==> src/rtl/sr_latch_sequencer_pkg.sv <==
// Shared types and helpers for the gated SR latch sequencer.
package sr_seq_pkg;

  // Sequencer states: one full operation walks IDLE -> SETUP -> PULSE -> HOLD -> CHECK.
  typedef enum logic [2:0] {
    IDLE  = 3'd0,
    SETUP = 3'd1,
    PULSE = 3'd2,
    HOLD  = 3'd3,
    CHECK = 3'd4
  } state_t;

  // Operation code. OP_RST is the reset value of both op and last-grant.
  typedef enum logic {
    OP_RST = 1'b0,
    OP_SET = 1'b1
  } op_t;

  // Width of the phase down-counter: large enough to hold the longest phase length.
  function automatic int cnt_w(input int setup_cyc, input int pulse_cyc, input int hold_cyc);
    int m;
    m = setup_cyc;
    if (pulse_cyc > m) begin
      m = pulse_cyc;
    end else begin
      m = m;
    end
    if (hold_cyc > m) begin
      m = hold_cyc;
    end else begin
      m = m;
    end
    return $clog2(m + 32'sd1);
  endfunction

  // Value Q must read back after an operation completes.
  function automatic logic op_expect_q(input op_t op);
    return (op == OP_SET) ? 1'b1 : 1'b0;
  endfunction

endpackage

==> src/rtl/sr_latch_sequencer_gated_sr_latch_gl.sv <==
// Gated SR latch: AND gates qualify S and R with the enable, a level-sensitive
// storage node holds Q, and NOT-Q is produced by the classic NOR stage.
// The sequencer never presents S=R=1 while enabled, so the forbidden state
// of the cross-coupled form cannot occur here.
module gated_sr_latch_gl (
  input  logic s,
  input  logic r,
  input  logic e,
  output logic q,
  output logic notq
);

  logic s_g_s;
  logic r_g_s;
  logic q_st_s;

  and u_and_s (s_g_s, s, e);
  and u_and_r (r_g_s, r, e);

  // Storage node: transparent while a gated S or R is active, holds otherwise.
  always_latch begin
    if (s_g_s | r_g_s) begin
      q_st_s <= s_g_s;
    end
  end

  nor u_nor_nq (notq, q_st_s, s_g_s);

  assign q = q_st_s;

endmodule

==> src/rtl/sr_latch_sequencer.sv <==
// Arbitrates set/reset requests onto one gated SR latch, drives the
// setup / enable-pulse / hold sequence and verifies Q after each operation.
module sr_latch_sequencer
  import sr_seq_pkg::*;
#(
  parameter int SETUP_CYC = 2,
  parameter int PULSE_CYC = 4,
  parameter int HOLD_CYC  = 2
) (
  input  logic clk,
  input  logic rst,
  input  logic set_req,
  input  logic rst_req,
  output logic set_ack,
  output logic rst_ack,
  output logic busy,
  output logic q,
  output logic err
);

  localparam int CW = cnt_w(SETUP_CYC, PULSE_CYC, HOLD_CYC);
  localparam logic [CW-1:0] CNT_ZERO = CW'(32'd0);
  localparam logic [CW-1:0] CNT_ONE  = CW'(32'd1);
  localparam logic [CW-1:0] SETUP_LD = CW'(SETUP_CYC);
  localparam logic [CW-1:0] PULSE_LD = CW'(PULSE_CYC);
  localparam logic [CW-1:0] HOLD_LD  = CW'(HOLD_CYC);

  state_t          state_q, state_d;
  op_t             op_q, op_d;
  op_t             last_q, last_d;
  logic [CW-1:0]   cnt_q, cnt_d;
  logic            busy_q, busy_d;
  logic            set_ack_q, set_ack_d;
  logic            rst_ack_q, rst_ack_d;
  logic            err_q, err_d;
  logic            lat_s_q, lat_s_d;
  logic            lat_r_q, lat_r_d;
  logic            lat_e_q, lat_e_d;
  logic            q_q, q_d;
  logic            drive_s;
  logic            lat_q_s;
  logic            lat_notq_unused_s;

  gated_sr_latch_gl u_latch (
    .s    (lat_s_q),
    .r    (lat_r_q),
    .e    (lat_e_q),
    .q    (lat_q_s),
    .notq (lat_notq_unused_s)
  );

  // Next-state logic: arbitration in IDLE, phase counting, and readback check.
  always_comb begin
    state_d = state_q;
    op_d    = op_q;
    last_d  = last_q;
    cnt_d   = cnt_q;
    err_d   = err_q;
    case (state_q)
      IDLE: begin
        // On a tie the requester not served last wins; last resets to RST so set wins first.
        if (set_req && (!rst_req || (last_q == OP_RST))) begin
          op_d    = OP_SET;
          last_d  = OP_SET;
          cnt_d   = SETUP_LD;
          state_d = SETUP;
        end else if (rst_req) begin
          op_d    = OP_RST;
          last_d  = OP_RST;
          cnt_d   = SETUP_LD;
          state_d = SETUP;
        end else begin
          cnt_d   = CNT_ZERO;
        end
      end
      SETUP: begin
        if (cnt_q == CNT_ONE) begin
          cnt_d   = PULSE_LD;
          state_d = PULSE;
        end else begin
          cnt_d   = cnt_q - CNT_ONE;
        end
      end
      PULSE: begin
        if (cnt_q == CNT_ONE) begin
          cnt_d   = HOLD_LD;
          state_d = HOLD;
        end else begin
          cnt_d   = cnt_q - CNT_ONE;
        end
      end
      HOLD: begin
        if (cnt_q == CNT_ONE) begin
          cnt_d   = CNT_ZERO;
          state_d = CHECK;
        end else begin
          cnt_d   = cnt_q - CNT_ONE;
        end
      end
      CHECK: begin
        // q_q was captured after the hold phase, so it reflects the settled latch.
        if (q_q != op_expect_q(op_q)) begin
          err_d = 1'b1;
        end else begin
          err_d = err_q;
        end
        state_d = IDLE;
      end
      default: begin
        cnt_d   = CNT_ZERO;
        state_d = IDLE;
      end
    endcase
  end

  // Output decode from the next state so every output leaves a flop aligned with its state.
  always_comb begin
    drive_s   = (state_d == SETUP) || (state_d == PULSE) || (state_d == HOLD);
    lat_s_d   = drive_s && (op_d == OP_SET);
    lat_r_d   = drive_s && (op_d == OP_RST);
    lat_e_d   = (state_d == PULSE);
    busy_d    = (state_d != IDLE);
    set_ack_d = (state_d == CHECK) && (op_d == OP_SET);
    rst_ack_d = (state_d == CHECK) && (op_d == OP_RST);
    q_d       = lat_q_s;
  end

  // Sequencer state and registered outputs; reset forces the latch clear (R=1, E=1).
  always_ff @(posedge clk or posedge rst) begin
    if (rst) begin
      state_q   <= IDLE;
      op_q      <= OP_RST;
      last_q    <= OP_RST;
      cnt_q     <= CNT_ZERO;
      busy_q    <= 1'b0;
      set_ack_q <= 1'b0;
      rst_ack_q <= 1'b0;
      err_q     <= 1'b0;
      lat_s_q   <= 1'b0;
      lat_r_q   <= 1'b1;
      lat_e_q   <= 1'b1;
      q_q       <= 1'b0;
    end else begin
      state_q   <= state_d;
      op_q      <= op_d;
      last_q    <= last_d;
      cnt_q     <= cnt_d;
      busy_q    <= busy_d;
      set_ack_q <= set_ack_d;
      rst_ack_q <= rst_ack_d;
      err_q     <= err_d;
      lat_s_q   <= lat_s_d;
      lat_r_q   <= lat_r_d;
      lat_e_q   <= lat_e_d;
      q_q       <= q_d;
    end
  end

  assign set_ack = set_ack_q;
  assign rst_ack = rst_ack_q;
  assign busy    = busy_q;
  assign q       = q_q;
  assign err     = err_q;

endmodule

==> config.mk <==
export PLATFORM = sky130hd
export DESIGN_NAME = sr_latch_sequencer
export DESIGN_NICKNAME = d
export VERILOG_FILES = /design/src/rtl/sr_latch_sequencer_pkg.sv /design/src/rtl/sr_latch_sequencer_gated_sr_latch_gl.sv /design/src/rtl/sr_latch_sequencer.sv
export SDC_FILE = /design/constraint.sdc
export NUM_CORES = 1
export LEC_CHECK = 0
export CAP_MARGIN = 10
export CORE_MARGIN = 4
export CORE_UTILIZATION = 50
export CTS_BUF_LIST = sky130_fd_sc_hd__clkbuf_8
export CTS_CLUSTER_DIAMETER = 80
export DETAILED_ROUTE_END_ITERATION = 16
export GPL_TIMING_DRIVEN = 0
export PLACE_DENSITY = 0.73
export SYNTH_ARGS = -nofsm -noshare
export SYNTH_HDL_FRONTEND = slang
export SYNTH_SLANG_ARGS = --single-unit
==> constraint.sdc <==
create_clock -name clk -period 2 [get_ports clk]
set_input_delay 0.3 -clock clk [delete_from_list [all_inputs] [get_ports clk]]
set_output_delay 0.3 -clock clk [all_outputs]
set_load 0.02 [all_outputs]
=== Word-level counts from Yosys, hierarchy flattened ===
Index checks and enable logic that the tools add are counted.

* Multiplexer cells: 20
* Bitwise logic cells: 5
* Eq/ne operators: 10
* Reduce and logical (&&, ||, !) cells: 14
* Add/subtract/negate cells: 1

{| class="wikitable"
|+ Operators by type and width
! operator !! number
|-
| 3-bit 2-to-1 mux || 8
|-
| 3-bit case mux with 5 select lines || 1
|-
| 3-bit by 2-bit == test with 1-bit output (second input constant) || 4
|-
| 3-bit case mux with 4 select lines || 1
|-
| 3-bit by 1-bit == test with 1-bit output (second input constant) || 3
|-
| 1-bit 2-to-1 mux || 8
|-
| 3-bit == test (second input constant) || 2
|-
| 1-bit logical AND || 5
|-
| 2-bit 2-to-1 mux || 2
|-
| 2-bit AND reduction || 2
|-
| 3-bit zero test || 1
|-
| 1-bit logical OR || 3
|-
| 3-bit nonzero test || 1
|-
| 3-bit by 1-bit subtractor with 3-bit output (second input constant) || 1
|-
| 1-bit bitwise AND || 2
|-
| 1-bit NOT || 2
|-
| 2-bit nonzero test || 1
|-
| 1-bit zero test || 1
|-
| 1-bit != test || 1
|-
| 1-bit OR || 1
|}

* Bits in registers: 16
* Input port bits: 4
* Bits in latches: 1

=== Depth between registers and ports, before layout ===
* Word-level depth: 9
* Mapped depth: 5
* Mapped depth without buffers: 5

=== Modules after synthesis ===
A second synthesis with hierarchy kept.

* Cell total of the unflattened synthesis: 71
* Area total of the unflattened synthesis: 764.5 µm²

{| class="wikitable"
|+ Modules (own cells, without submodules)
! module !! sequential area each (µm²) !! cells each !! area an instance (µm²) !! times used
|-
| sr_latch_sequencer || 402.9 || 67 || 729.4 || 1
|-
| gated_sr_latch_gl || 0.0 || 4 || 35.0 || 1
|}

==> flow_metrics.tcl <==
set metrics [dict create \
    switching_share_pct 33.6 \
    clockRootBuffer "clkbuf_8" \
    setup_viol_count_final 0 \
    worst-slew-pin-transition_ns 0.570 \
    cp_data_arrival_time_ns 1.78 \
    maximum_ir_drop_on_the_vdd_rail_mv 0.952 \
    fillers 103 \
    port-buffer-count 8 \
    post_route_cells_drive_above_1_share_pct 18.8 \
    remaining_drc_errors 0 \
    untimed_endpoints 2 \
    first_global_vias 517 \
    unclocked_pins 1 \
    grt_setup_unrepaired "false" \
    synth.most_common_cell "dfrtp_1" \
    critPathRequiredTime_ns 2.14 \
    initialDrtViolationCount 10 \
    place.gp.congestion 0.837 \
    route.detailed.wl_per_inst_um 13.5 \
    top_level_ports 9 \
    floorplan.core_area_sq_mm 0.00135 \
    netlist_area_sq_um 743 \
    placed_cells_incl_taps 91 \
    synth_edf_count 0 \
    post_synth_main_area_contributors "dfrtp_1, dfstp_2, ha_1" \
    synth.net_count 74 \
    cts_buffers 3 \
    p_int_uw 879 \
    globalRouteOverflowTotal 0 \
    grt_pass1_wl_mm 2.21 \
    synthArstFlopShare_pct 94.1 \
    synth_area_per_cell_sq_um 10.9 \
    ff_latch_area_sq_um 418 \
    stdcell_count 95 \
    multiInputGateArea_sq_um 285 \
    maximum_number_of_pins_on_one_net_before_global_route_repair 17 \
    yosys_register_bits 17 \
    num_vias 530 \
    setup.worst_path.start_class "primary input" \
    max_cap_viol_count 0 \
    drt-vias-per-instance 5.58 \
    share_comb_of_total_power_pct 39.6 \
    start_util_pct 55.1 \
    yosys.area.top_type_share_pct 47.1 \
    clock_tree.htree_level_count 1 \
    cts.hold.buffers_added 0 \
    globalRouteTotalUtil_pct 14.7 \
    worst_setup_path_end_kind "register" \
    period_needed_ns 1.64 \
    synth_flop_cell "dfrtp_1" \
    synth.top_cells.by_count "dfrtp_1, nand2_1, nor3_1, a21oi_1, inv_1" \
    die-width_um 46.6 \
    clock_power_share_pct 21.1 \
    clock_path_buffers 2 \
    post_cts_buffers 0 \
    ys_warn_count 0 \
    timing.setup.critical_path_class "primary input to register" \
    postSynthCellCount 68 \
    drt_pre_antenna_iters 4 \
    cts.clk_slew.worst_paths_ns 0.06 \
    fp-row-count 13 \
    period_share_pct 82.1 \
    synth.largest_area_cell "dfrtp_1" \
    dieArea_sq_mm 0.00217 \
    final_max_slew_viol_count 0 \
    antenna_left 0 \
    clk-insertion-delay-late_ns 0.25 \
    insertedDiodeCount 0 \
    cp_max_fo 5 \
    totalPowerFinal_uw 1320 \
    finalWirelength_mm 1.29 \
    hold_viol_final 0 \
    cts_resized 0 \
    hold_class "primary input to async pin" \
    place.detailed.hpwl_um 931 \
    cellPowerDensity_mw_per_mm2 1480 \
    initial_antenna_violation_count 0 \
    floorplan.die.height_um 46.6 \
    final.setup.tns_ns 0 \
    power_leakage_uw 0.000421 \
    p_switching_uw 444 \
    status "completed" \
    max-slew-margin-rel_pct 62.0 \
    p_seq_share_pct 39.2 \
    netlist_cell_types 31 \
    fmax_mhz 609 \
    area_delta_synth_final_pct 20.7 \
    skew_ns 0.00123 \
    num-nets-final 87 \
    cts_tree "yes" \
]
kinds of logic after synthesis:
logic type | count (synthesis) | synth area share (%)
latches | 1 | 2.02
AND/OR/NAND/NOR | 24 | 18.0
XOR/XNOR | 1 | 1.18
adder cells (fa/ha/maj) | 2 | 3.37
flip-flops | 16 | 54.2
buffers and inverters | 8 | 5.39
AO/OA/AOI/OAI | 16 | 15.8
layout make-up:
type                       instances  area share [%]
tap                               15            2.09
clock buffer                       4            6.14
multi-input combinational         43            31.8
sequential                        17            46.6
buffer                             3            2.37
inverter                           5            2.09
timing repair buffer               8            8.93
path summary, 6_finish.rpt:
path	start	end	slack [ns]	cells past startpoint
min	rst	q	0.41	2
max reg2reg	state_q[0]	lat_s_q	0.39	5
max	rst_req	lat_s_q	0.36	5
max in group asynchronous	rst	lat_r_q	1.22	2
min in group clk	err	err	0.45	1
min reg2reg	err	err	0.45	1
power by group through the flow:
stage	clock network, uW	logic [uW]	registers, uW
6_report	279	525	519
5_1_grt	301	594	534
4_1_cts	283	526	519
3_5_place_dp	0	522	523
3_3_place_gp	0	505	521
2_1_floorplan	0	395	528
per-stage QoR:
| stage | util [%] | hold slack (ns) | setup slack, ns | cell area, sq um |
|---|---|---|---|---|
| after floorplan | - | 0.212 | 0.478 | 743 |
| after global placement | 62.4 | 0.438 | 0.106 | 842 |
| after detailed placement | 62.4 | 0.445 | 0.108 | 842 |
| after CTS | 66.5 | 0.430 | 0.355 | 897 |
| after global routing | 66.5 | 0.469 | 0.295 | 897 |
| final | 66.5 | 0.405 | 0.357 | 897 |
sequential cells by signal, summed over array words and instances (netlist names):
register / count
op_q: 1
busy: 1
u_latch.q: 1
last_q: 1
lat_s_q: 1
lat_r_q: 1
state_q: 3
set_ack: 1
q: 1
rst_ack: 1
err: 1
lat_e_q: 1
cnt_q: 3
layout by cell type (no fill, tap or decap), types with 2 or more instances in the layout:
master / n
inv_1: 4
a31oi_1: 2
and2_1: 2
clkbuf_8: 4
buf_2: 2
a21o_1: 2
dfstp_2: 2
nor3_1: 5
ha_1: 2
dfrtp_1: 14
clkdlybuf4s50_1: 8
nand2_1: 5
nor2_1: 3
o21ai_0: 2
a21oi_1: 4
nand3_1: 2
routing by layer:
layer / global-route usage, % / wire length, um / vias up
li1: - / - / 262
met5: 0 / 0 / -
met3: 5.47 / 89 / 4
met4: 7.39 / 19 / 0
met2: 22.3 / 560 / 14
met1: 18.3 / 617 / 250
worst max-delay path: stages:
cell and delay (ns):
clkdlybuf4s50_1 0.54, or4b_4 0.48, a32oi_2 0.23, inv_2 0.07
and3_1 0.16
Note: power is estimated with default switching activity, not from simulation.
